File: src/rtl/uart_pkg.sv
`default_nettype none
// ============================================================================
// Package  : uart_pkg
// Purpose  : Constants and types shared by the UART blocks. Holds the
//            transmit-arbiter FSM encoding and the 8N1 payload width.
// Revision : 1.0  initial release
// ============================================================================
package uart_pkg;

  // Payload bits carried by one 8N1 frame
  localparam int UART_DATA_W = 8;

  // Transmit arbiter controller states
  typedef enum logic [1:0] {
    IDLE  = 2'd0,
    GRANT = 2'd1,
    BUSY  = 2'd2,
    DONE  = 2'd3
  } tx_arb_state_e;

endpackage : uart_pkg
`default_nettype wire

File: src/rtl/rr_arbiter.sv
`default_nettype none
// ============================================================================
// Module   : rr_arbiter
// Purpose  : Combinational round-robin pick. Searches ptr+1, ptr+2, ...
//            modulo N_REQ and returns the first valid requester as a one-hot
//            vector and as an index.
// Revision : 1.0  initial release
// ============================================================================
module rr_arbiter #(
  parameter int N_REQ = 4
) (
  input  logic [N_REQ-1:0]         valid_i,
  input  logic [$clog2(N_REQ)-1:0] ptr_i,
  output logic [N_REQ-1:0]         onehot_o,
  output logic [$clog2(N_REQ)-1:0] idx_o,
  output logic                     any_o
);

  localparam int IDX_W = $clog2(N_REQ);

  int               cand;
  logic [IDX_W-1:0] cand_idx;
  logic             found;

  // The search covers every channel once, so any valid input yields a pick
  assign any_o = |valid_i;

  // Walk the channels starting just after the pointer; first valid one wins
  always_comb begin
    onehot_o = '0;
    idx_o    = '0;
    found    = 1'b0;
    cand     = 0;
    cand_idx = '0;
    for (int off = 1; off <= N_REQ; off++) begin
      cand     = (int'(ptr_i) + off) % N_REQ;
      cand_idx = IDX_W'(cand);
      if (!found && valid_i[cand_idx]) begin
        found              = 1'b1;
        onehot_o[cand_idx] = 1'b1;
        idx_o              = cand_idx;
      end
    end
  end

endmodule : rr_arbiter
`default_nettype wire

File: src/rtl/uart_tx_arbiter.sv
`default_nettype none
// ============================================================================
// Module   : uart_tx_arbiter
// Purpose  : Shares one 8N1 UART transmitter between N_REQ byte-stream
//            requesters. Round-robin arbitration only at frame boundaries;
//            a granted channel keeps the transmitter until it sends a byte
//            flagged last, goes idle too long mid-frame, or the transmitter
//            fails to go busy.
// Revision : 1.0  initial release
// ============================================================================
module uart_tx_arbiter
  import uart_pkg::*;
#(
  parameter int N_REQ   = 4,
  parameter int TIMEOUT = 4096,
  parameter int BUSY_WD = 4
) (
  input  logic                         clk,
  input  logic                         rst_n,
  input  logic [N_REQ-1:0]             req_valid,
  input  logic [UART_DATA_W*N_REQ-1:0] req_data,
  input  logic [N_REQ-1:0]             req_last,
  output logic [N_REQ-1:0]             req_ready,
  output logic [N_REQ-1:0]             grant,
  output logic [UART_DATA_W-1:0]       tx_data,
  output logic                         tx_data_rdy,
  input  logic                         tx_transm_rdy,
  output logic                         frame_abort,
  output logic                         tx_error
);

  localparam int IDX_W = $clog2(N_REQ);
  localparam int CNT_W = $clog2(TIMEOUT);
  localparam int WD_W  = $clog2(BUSY_WD + 1);

  localparam logic [CNT_W-1:0] CNT_LAST = CNT_W'(TIMEOUT - 1);
  localparam logic [WD_W-1:0]  WD_LAST  = WD_W'(BUSY_WD - 1);
  localparam logic [IDX_W-1:0] PTR_RST  = IDX_W'(N_REQ - 1);

  tx_arb_state_e          state_q, state_d;
  logic [N_REQ-1:0]       grant_q, grant_d;
  logic [IDX_W-1:0]       rr_ptr_q, rr_ptr_d;
  logic [UART_DATA_W-1:0] tx_data_q, tx_data_d;
  logic                   tx_data_rdy_q, tx_data_rdy_d;
  logic                   last_q, last_d;
  logic [CNT_W-1:0]       idle_cnt_q, idle_cnt_d;
  logic [WD_W-1:0]        wd_cnt_q, wd_cnt_d;
  logic                   frame_abort_q, frame_abort_d;
  logic                   tx_error_q, tx_error_d;

  logic [N_REQ-1:0]       pick_oh;
  logic [IDX_W-1:0]       pick_idx;
  logic                   pick_any;

  logic                   sel_valid;
  logic [UART_DATA_W-1:0] sel_data;
  logic                   sel_last;

  rr_arbiter #(
    .N_REQ (N_REQ)
  ) u_rr_arbiter (
    .valid_i  (req_valid),
    .ptr_i    (rr_ptr_q),
    .onehot_o (pick_oh),
    .idx_o    (pick_idx),
    .any_o    (pick_any)
  );

  // The grant index always equals rr_ptr, so it selects the owner's inputs
  always_comb begin
    sel_valid = 1'b0;
    sel_data  = '0;
    sel_last  = 1'b0;
    for (int i = 0; i < N_REQ; i++) begin
      if (rr_ptr_q == IDX_W'(i)) begin
        sel_valid = req_valid[i];
        sel_data  = req_data[UART_DATA_W*i +: UART_DATA_W];
        sel_last  = req_last[i];
      end
    end
  end

  // Next-state and registered-output logic; strobes default low each cycle
  always_comb begin
    state_d       = state_q;
    grant_d       = grant_q;
    rr_ptr_d      = rr_ptr_q;
    tx_data_d     = tx_data_q;
    tx_data_rdy_d = 1'b0;
    last_d        = last_q;
    idle_cnt_d    = idle_cnt_q;
    wd_cnt_d      = wd_cnt_q;
    frame_abort_d = 1'b0;
    tx_error_d    = 1'b0;

    unique case (state_q)
      IDLE: begin
        // Transmitter may still be finishing a byte from before a reset
        if (tx_transm_rdy && pick_any) begin
          grant_d    = pick_oh;
          rr_ptr_d   = pick_idx;
          idle_cnt_d = '0;
          state_d    = GRANT;
        end
      end
      GRANT: begin
        if (sel_valid) begin
          tx_data_d     = sel_data;
          tx_data_rdy_d = 1'b1;
          last_d        = sel_last;
          wd_cnt_d      = '0;
          state_d       = BUSY;
        end else if (idle_cnt_q == CNT_LAST) begin
          frame_abort_d = 1'b1;
          grant_d       = '0;
          state_d       = IDLE;
        end else begin
          idle_cnt_d = idle_cnt_q + 1'b1;
        end
      end
      BUSY: begin
        if (!tx_transm_rdy) begin
          state_d = DONE;
        end else if (wd_cnt_q == WD_LAST) begin
          tx_error_d = 1'b1;
          grant_d    = '0;
          state_d    = IDLE;
        end else begin
          wd_cnt_d = wd_cnt_q + 1'b1;
        end
      end
      DONE: begin
        if (tx_transm_rdy) begin
          if (last_q) begin
            grant_d = '0;
            state_d = IDLE;
          end else begin
            idle_cnt_d = '0;
            state_d    = GRANT;
          end
        end
      end
      default: begin
        grant_d = '0;
        state_d = IDLE;
      end
    endcase
  end

  // State and output registers
  always_ff @(posedge clk or negedge rst_n) begin
    if (!rst_n) begin
      state_q       <= IDLE;
      grant_q       <= '0;
      rr_ptr_q      <= PTR_RST;
      tx_data_q     <= '0;
      tx_data_rdy_q <= 1'b0;
      last_q        <= 1'b0;
      idle_cnt_q    <= '0;
      wd_cnt_q      <= '0;
      frame_abort_q <= 1'b0;
      tx_error_q    <= 1'b0;
    end else begin
      state_q       <= state_d;
      grant_q       <= grant_d;
      rr_ptr_q      <= rr_ptr_d;
      tx_data_q     <= tx_data_d;
      tx_data_rdy_q <= tx_data_rdy_d;
      last_q        <= last_d;
      idle_cnt_q    <= idle_cnt_d;
      wd_cnt_q      <= wd_cnt_d;
      frame_abort_q <= frame_abort_d;
      tx_error_q    <= tx_error_d;
    end
  end

  assign req_ready   = (state_q == GRANT) ? grant_q : '0;
  assign grant       = grant_q;
  assign tx_data     = tx_data_q;
  assign tx_data_rdy = tx_data_rdy_q;
  assign frame_abort = frame_abort_q;
  assign tx_error    = tx_error_q;

endmodule : uart_tx_arbiter
`default_nettype wire
File: config.mk
export PLATFORM = sky130hd
export DESIGN_NAME = uart_tx_arbiter
export DESIGN_NICKNAME = d
export VERILOG_FILES = /design/src/rtl/uart_pkg.sv /design/src/rtl/rr_arbiter.sv /design/src/rtl/uart_tx_arbiter.sv
export SDC_FILE = /design/constraint.sdc
export NUM_CORES = 1
export LEC_CHECK = 0
export ABC_AREA = 1
export CAP_MARGIN = 5
export CORE_MARGIN = 2
export CORE_UTILIZATION = 30
export DETAILED_ROUTE_END_ITERATION = 12
export PLACE_DENSITY = 0.65
export SYNTH_ARGS = -nofsm -noshare
export SYNTH_HDL_FRONTEND = slang
export SYNTH_SLANG_ARGS = --single-unit
File: constraint.sdc
create_clock -name clk -period 3.8 [get_ports clk]
set_clock_uncertainty 0.1 [all_clocks]
set_input_delay 0.76 -clock clk [delete_from_list [all_inputs] [get_ports clk]]
set_output_delay 0.76 -clock clk [all_outputs]
set_load 0.01 [all_outputs]
==> key figures, run 1 <==
Synth
  – Post-synth EDFFs: 0
  – Post-Synth Simple-Gate Area: 36.5%
  – Post-synthesis mux area share: 0%
  – Ranking of synthesized cells by area: dfrtp_1 33%, nand2_1 18%, nand3_1 7.7%
  – Most used DFF post-synth: dfrtp_1
  – FF+latch count, synth: 35
  – Yosys top cell by area: dfrtp_1
  – Average instance area after synthesis: 7.00 µm²
  – Main combinational cell family by area after synthesis: simple AND/OR/NAND/NOR gates
  – Cell count after synthesis: 361
  – Syn nets: 415
  – Synth Area in Adders: 5.45%
  – Compound-cell area share of the yosys netlist: 12.6%
  – Commonest cells post-synth: 120 x nand2_1, 39 x nand3_1, 33 x dfrtp_1
  – XOR/XNOR Fraction of Synth Area: under 10%
  – Most common cell in the synthesized netlist: nand2_1
  – Syn. warnings: 0
  – FFs w/ async S/R, synth: 100%
  – Mapped Area: 2530 µm²
  – Top cell type's share of synthesized area: 32.7%
  – Sequential share of the synthesized area: 34.8%
  – Netlist cell types: 30

Critical path
  – Crit Path Class: reg -> out
  – CP startpoint kind: flip-flop
  – Worst path required time: a little under 3000 ps
  – Critical Path End Type: primary output
  – Worst-path maximum fanout: 15
  – WP data arrival: 1980 ps

Global route
  – Largest net degree at the start of global routing: 36
  – Antenna violations before repair: 0
  – Number of global-route vias before repair: 2377
  – First-pass GRT wire length: about 11 mm
  – Total track usage: 14.8%
  – Total grt overflow: 0

Placement
  – Post-DP HPWL: 4.99 mm
  – Place WS: 1080 ps
  – DP Area: 3210 µm²
  – GPL Wtd Cong: approximately 1
  – Buffers on Ports: 61
  – Placed cell count: 519

Floorplanning
  – Die X: ~96 µm
  – Site row count: 33
  – Ports: 62
  – Core area: 8180 µm²
  – Initial Util: 30.9%
  – Die height: between 90 and 100 µm
  – Full die area: slightly above 9000 µm²

Finish
  – Fraction of layout cells with a size suffix above 1: 7.11%
  – Area grow syn2layout: 30.6%
  – # nets final: roughly 480
  – Ant. Diodes: 0
  – Final instance area: 3300 µm²
  – Finished Layout Cells: 527

Clock network
  – Deepest clock path buffer count: 2
  – Clock transition at path regs: 80 ps
  – H-tree Lvls: 2
  – Clock sink count: 35
  – CTS tree: yes
  – Hold buffer count at cts: 0
  – Post-CTS Resized: 0
  – Worst-Skew Late Latency: 290 ps
  – Root Driver: clkbuf_8
  – Number of setup buffers added after CTS: 0
  – Cts bufs inserted: 5

Drt
  – Final WL: 6.47 mm
  – WL met2: between 3 and 4 mm
  – DR DRC count: 0
  – Pre-antenna DRT Iters: 4
  – Wl on met1: 3.02 mm
  – Wirelength per Cell: approximately 12 µm
  – Highest Signal Layer: met4
  – Post-route ant nets: 0
  – Vias per cell: 4.77
  – Met3 wire len: 292 µm
  – Initial drt markers: 126
  – Routed vias: 2516

STA
  – Final setup TNS: 0 ps
  – Final worst slack: 956 ps
  – Fmax achieved: 352 MHz
  – Post-layout min period: 2840 ps
  – Hold Violations, Final: 0
  – Max Transition Viols Final: 0
  – Final setup fails: 0
  – RSZ-0062 raised after global routing: no
  – Max_slew headroom: 65.4%
  – Crit share post-route: 74.8%
  – Worst Tran Pin Value: 519 ps

Pwr
  – Worst IR Drop VDD: between 0.3 and 0.4 mV
  – PwrDens: 683 nW/µm²
  – Leakage Power: approximately 1.5 nW
  – Overall power: 2.25 mW

Flow run
  – MaxCap Viol Count: 0

Worst hold path
  – Worst hold path class: reg -> reg

Status
  – Status: completed
## report_power, final
group	internal (mW)	total [mW]	switching [mW]
sequential	0.493	0.603	0.110
clock	0.131	0.282	0.151
combinational	0.516	1.37	0.852
total	1.14	2.25	1.11
## sequential cells by signal, indices dropped and copies added (netlist names)
register / cells
frame_abort: 1
grant: 4
idle_cnt_q: 12
last_q: 1
rr_ptr_q: 2
state_q: 2
tx_data: 8
tx_data_rdy: 1
tx_error: 1
wd_cnt_q: 3
## metrics by stage
| step | util, % | hold WS, ps |
|---|---|---|
| floorplan | - | 346 |
| global placement | 39.2 | 363 |
| CTS | 40.3 | 396 |
| global route | 40.3 | 444 |
| finish | 40.3 | 392 |
| detailed placement | 39.2 | 379 |
## logic make-up (layout without fill, tap and decap cells)
family          count (synthesis)  after routing
flops                          35             35
xor+xnor                        8              8
buf+inv                        42            103
simple gates                  210            210
compound gates                 55             55
fa+ha+maj                      11             11
## cell type report
type / instances / area [µm²]
sequential: 35 / 878
multi-input combinational: 284 / 1450
fill: 851 / 4880
inverter: 32 / 123
tap: 105 / 131
clock buffer: 5 / 68.8
timing repair buffer: 63 / 626
clock inverter: 3 / 23.8
## path summary, 6_finish.rpt
kind | to | startpoint | slack (ps) | depth (start not counted)
hold / removal | wd_cnt_q[2] | wd_cnt_q[2] | 390 | 2
setup / recovery | req_ready[2] | state_q[0] | 960 | 5
setup reg to reg | idle_cnt_q[10] | rr_ptr_q[0] | 1050 | 12
max in group asynchronous | rr_ptr_q[1] | rst_n | 2470 | 2
hold reg to reg | wd_cnt_q[2] | wd_cnt_q[2] | 390 | 2
min in group asynchronous | idle_cnt_q[8] | rst_n | 780 | 2
## layer usage
layer | track usage (%) | vias up
met3 | 3.21 | 12
met2 | 24.4 | 63
met1 | 19.7 | 1142
met4 | 4.05 | 0
li1 | - | 1299
met5 | 0 | -
## placed cells by master (no fill, tap or decap), types with 3 or more instances in the layout
| cell type | count |
|---|---|
| a21oi_1 | 21 |
| o211ai_1 | 9 |
| nor2_1 | 31 |
| dfrtp_1 | 33 |
| a21boi_0 | 3 |
| nand3_1 | 39 |
| nor2_4 | 4 |
| ha_1 | 11 |
| inv_2 | 3 |
| a31oi_1 | 9 |
| inv_1 | 26 |
| clkbuf_8 | 5 |
| o21ai_0 | 12 |
| nand2_1 | 120 |
| clkdlybuf4s50_1 | 61 |
| nand2_2 | 5 |
| xor2_1 | 7 |
## critical path, cell delays in order (launching register included)
cell and delay [ps]:
dfrtp_1 430, inv_1 140, nor2_4 160, inv_1 250, nor2_1 160, clkdlybuf4s50_1 550
(Power assumes the default switching activity.)
==> run 2, diff against run 1 <==
--- a/config.mk
+++ b/config.mk
@@ -10,7 +10,7 @@
 export CORE_MARGIN = 2
 export CORE_UTILIZATION = 30
 export DETAILED_ROUTE_END_ITERATION = 12
-export PLACE_DENSITY = 0.65
+export PLACE_DENSITY = 0.67
 export SYNTH_ARGS = -nofsm -noshare
 export SYNTH_HDL_FRONTEND = slang
 export SYNTH_SLANG_ARGS = --single-unit
==> constraint.sdc (replaced) <==
create_clock -name clk -period 2.3 [get_ports clk]
set_clock_uncertainty 0.1 [all_clocks]
set_input_delay 0.46 -clock clk [delete_from_list [all_inputs] [get_ports clk]]
set_output_delay 0.46 -clock clk [all_outputs]
set_load 0.01 [all_outputs]
==> key figures, run 2 (synthesis gave the netlist of run 1 again) <==
Critical path
  – CP startpoint kind: flip-flop
  – Worst path required time: 2420 ps
  – Crit Path Class: reg -> reg
  – Critical Path End Type: flip-flop
  – Worst-path maximum fanout: 11
  – WP data arrival: 2240 ps

Pwr
  – Leakage Power: approximately 1.7 nW
  – Overall power: 4.05 mW
  – PwrDens: 1170 nW/µm²
  – Worst IR Drop VDD: between 0.3 and 0.4 mV

STA
  – RSZ-0062 raised after global routing: yes
  – Fmax achieved: 472 MHz
  – Worst Tran Pin Value: 840 ps
  – Final setup fails: 0
  – Max Transition Viols Final: 0
  – WHS: approximately 180 ps
  – Max_slew headroom: 44.0%
  – Crit share post-route: 92.2%
  – Final worst slack: 180 ps
  – Post-layout min period: 2120 ps
  – Final setup TNS: 0 ps
  – Hold Violations, Final: 0

Clock network
  – H-tree Lvls: 2
  – Deepest clock path buffer count: 2
  – CTS tree: yes
  – Clock transition at path regs: 70 ps
  – Clock sink count: 35
  – Cts bufs inserted: 5
  – Worst-Skew Late Latency: 280 ps
  – Root Driver: clkbuf_8
  – Hold buffer count at cts: 0

Placement
  – GPL Wtd Cong: just under 0.9
  – Placed cell count: 528
  – Post-DP HPWL: slightly above 5 mm
  – Buffers on Ports: approximately 60
  – DP Area: 3280 µm²
  – Place WS: 74.2 ps

Finish
  – Fraction of layout cells with a size suffix above 1: 11.2%
  – Layout Utilization: 42.2%
  – Reg with most FFs: idle_cnt_q
  – # nets final: 491
  – Largest register FFs: 12
  – Area grow syn2layout: 36.7%
  – Most frequent cells in the layout: 120 x nand2_1, 56 x clkdlybuf4s50_1, 39 x nand3_1
  – Finished Layout Cells: 543
  – Ant. Diodes: 0
  – Commonest non-fill, non-tap cell in the layout: nand2_1
  – Final instance area: 3450 µm²

Global route
  – Antenna violations before repair: 0
  – Largest net degree at the start of global routing: 36
  – Number of global-route vias before repair: 2544
  – First-pass GRT wire length: between 10 and 15 mm
  – Total track usage: 15.7%
  – Total grt overflow: 0

Drt
  – Vias per cell: 4.83
  – Wirelength per Cell: 12.5 µm
  – Routed vias: 2620
  – DR DRC count: 0
  – Post-route ant nets: 0
  – Pre-antenna DRT Iters: 4
  – Initial drt markers: 80
  – Final WL: slightly below 7 mm

Flow run
  – MaxCap Viol Count: 0

Floorplanning
  – Initial Util: between 30% and 40%
  – Die height: 95.8 µm
  – Site row count: 33
  – Core area: about 8000 µm²
  – Full die area: 9170 µm²
  – Ports: 62
  – Die X: 95.8 µm

Worst hold path
  – Worst hold path class: in -> async

Status
  – Status: completed
[run 2: cell types whose count changed in the layout (fill, tap and decap cells not counted), sizes merged]
cell | before | now
buf | 2 | 19
clkinvlp | 2 | 1
inv | 31 | 29
dlymetal6s2s | 0 | 4
clkdlybuf4s50 | 61 | 56
clkbuf | 5 | 8
[run 2: worst max-delay path, cell delays in order, from the launching register on]
cell,delay (ps)
dfstp_2,610
inv_4,100
ha_1,340
inv_1,90
nand2_2,130
nand2_2,100
nor2_4,200
nand2_1,80
nand2_1,130
nand2_1,70
o21a_1,110
[run 2: cell type report]
cell class,instances,area [µm²]
Timing Repair Buffer,79,763
Sequential cell,35,878
Fill cell,855,4720
Multi-Input combinational cell,284,1450
Tap cell,105,131
Inverter,32,126
Clock buffer,8,100
[run 2: timing repair]
item	in CTS	in global routing
gates resized for setup	1	6
setup buffers	3	4
pin swaps	1	1
endpoints found under the setup margin	4	26
[run 2: worst paths after layout]
check / end / slack (ps) / cells after the start / from
setup / recovery: rr_ptr_q[1] / 180 / 10 / rr_ptr_q[0]
hold / removal: grant[0] / 180 / 1 / rst_n
setup reg to reg: rr_ptr_q[1] / 180 / 10 / rr_ptr_q[0]
hold reg to reg: wd_cnt_q[1] / 390 / 2 / wd_cnt_q[1]
max in group asynchronous: tx_data_rdy / 1400 / 1 / rst_n
min in group clk: wd_cnt_q[1] / 390 / 2 / wd_cnt_q[1]
[run 2: routing by layer]
metal,track usage (%),part of all wire (%),wire [µm],vias to the layer above
li1,-,-,-,1332
met1,19.3,45,3040,1209
met2,27.6,49,3340,68
met3,2.66,4.8,326,11
met4,5.48,1.4,95,0
met5,0,0,0,-
[run 2: where the power goes]
| group | internal (mW) | switching (mW) |
|---|---|---|
| clock network | 0.273 | 0.220 |
| logic | 1.06 | 1.55 |
| registers | 0.814 | 0.127 |
==> run 3, diff against run 2 <==
--- a/config.mk
+++ b/config.mk
@@ -10,6 +10,7 @@
 export CORE_MARGIN = 2
 export CORE_UTILIZATION = 30
 export DETAILED_ROUTE_END_ITERATION = 12
+export HOLD_SLACK_MARGIN = 0.02
 export PLACE_DENSITY = 0.67
 export SYNTH_ARGS = -nofsm -noshare
 export SYNTH_HDL_FRONTEND = slang
==> results of run 3 <==
Same layout as run 2: the final DEF is identical, and so are final timing and power.
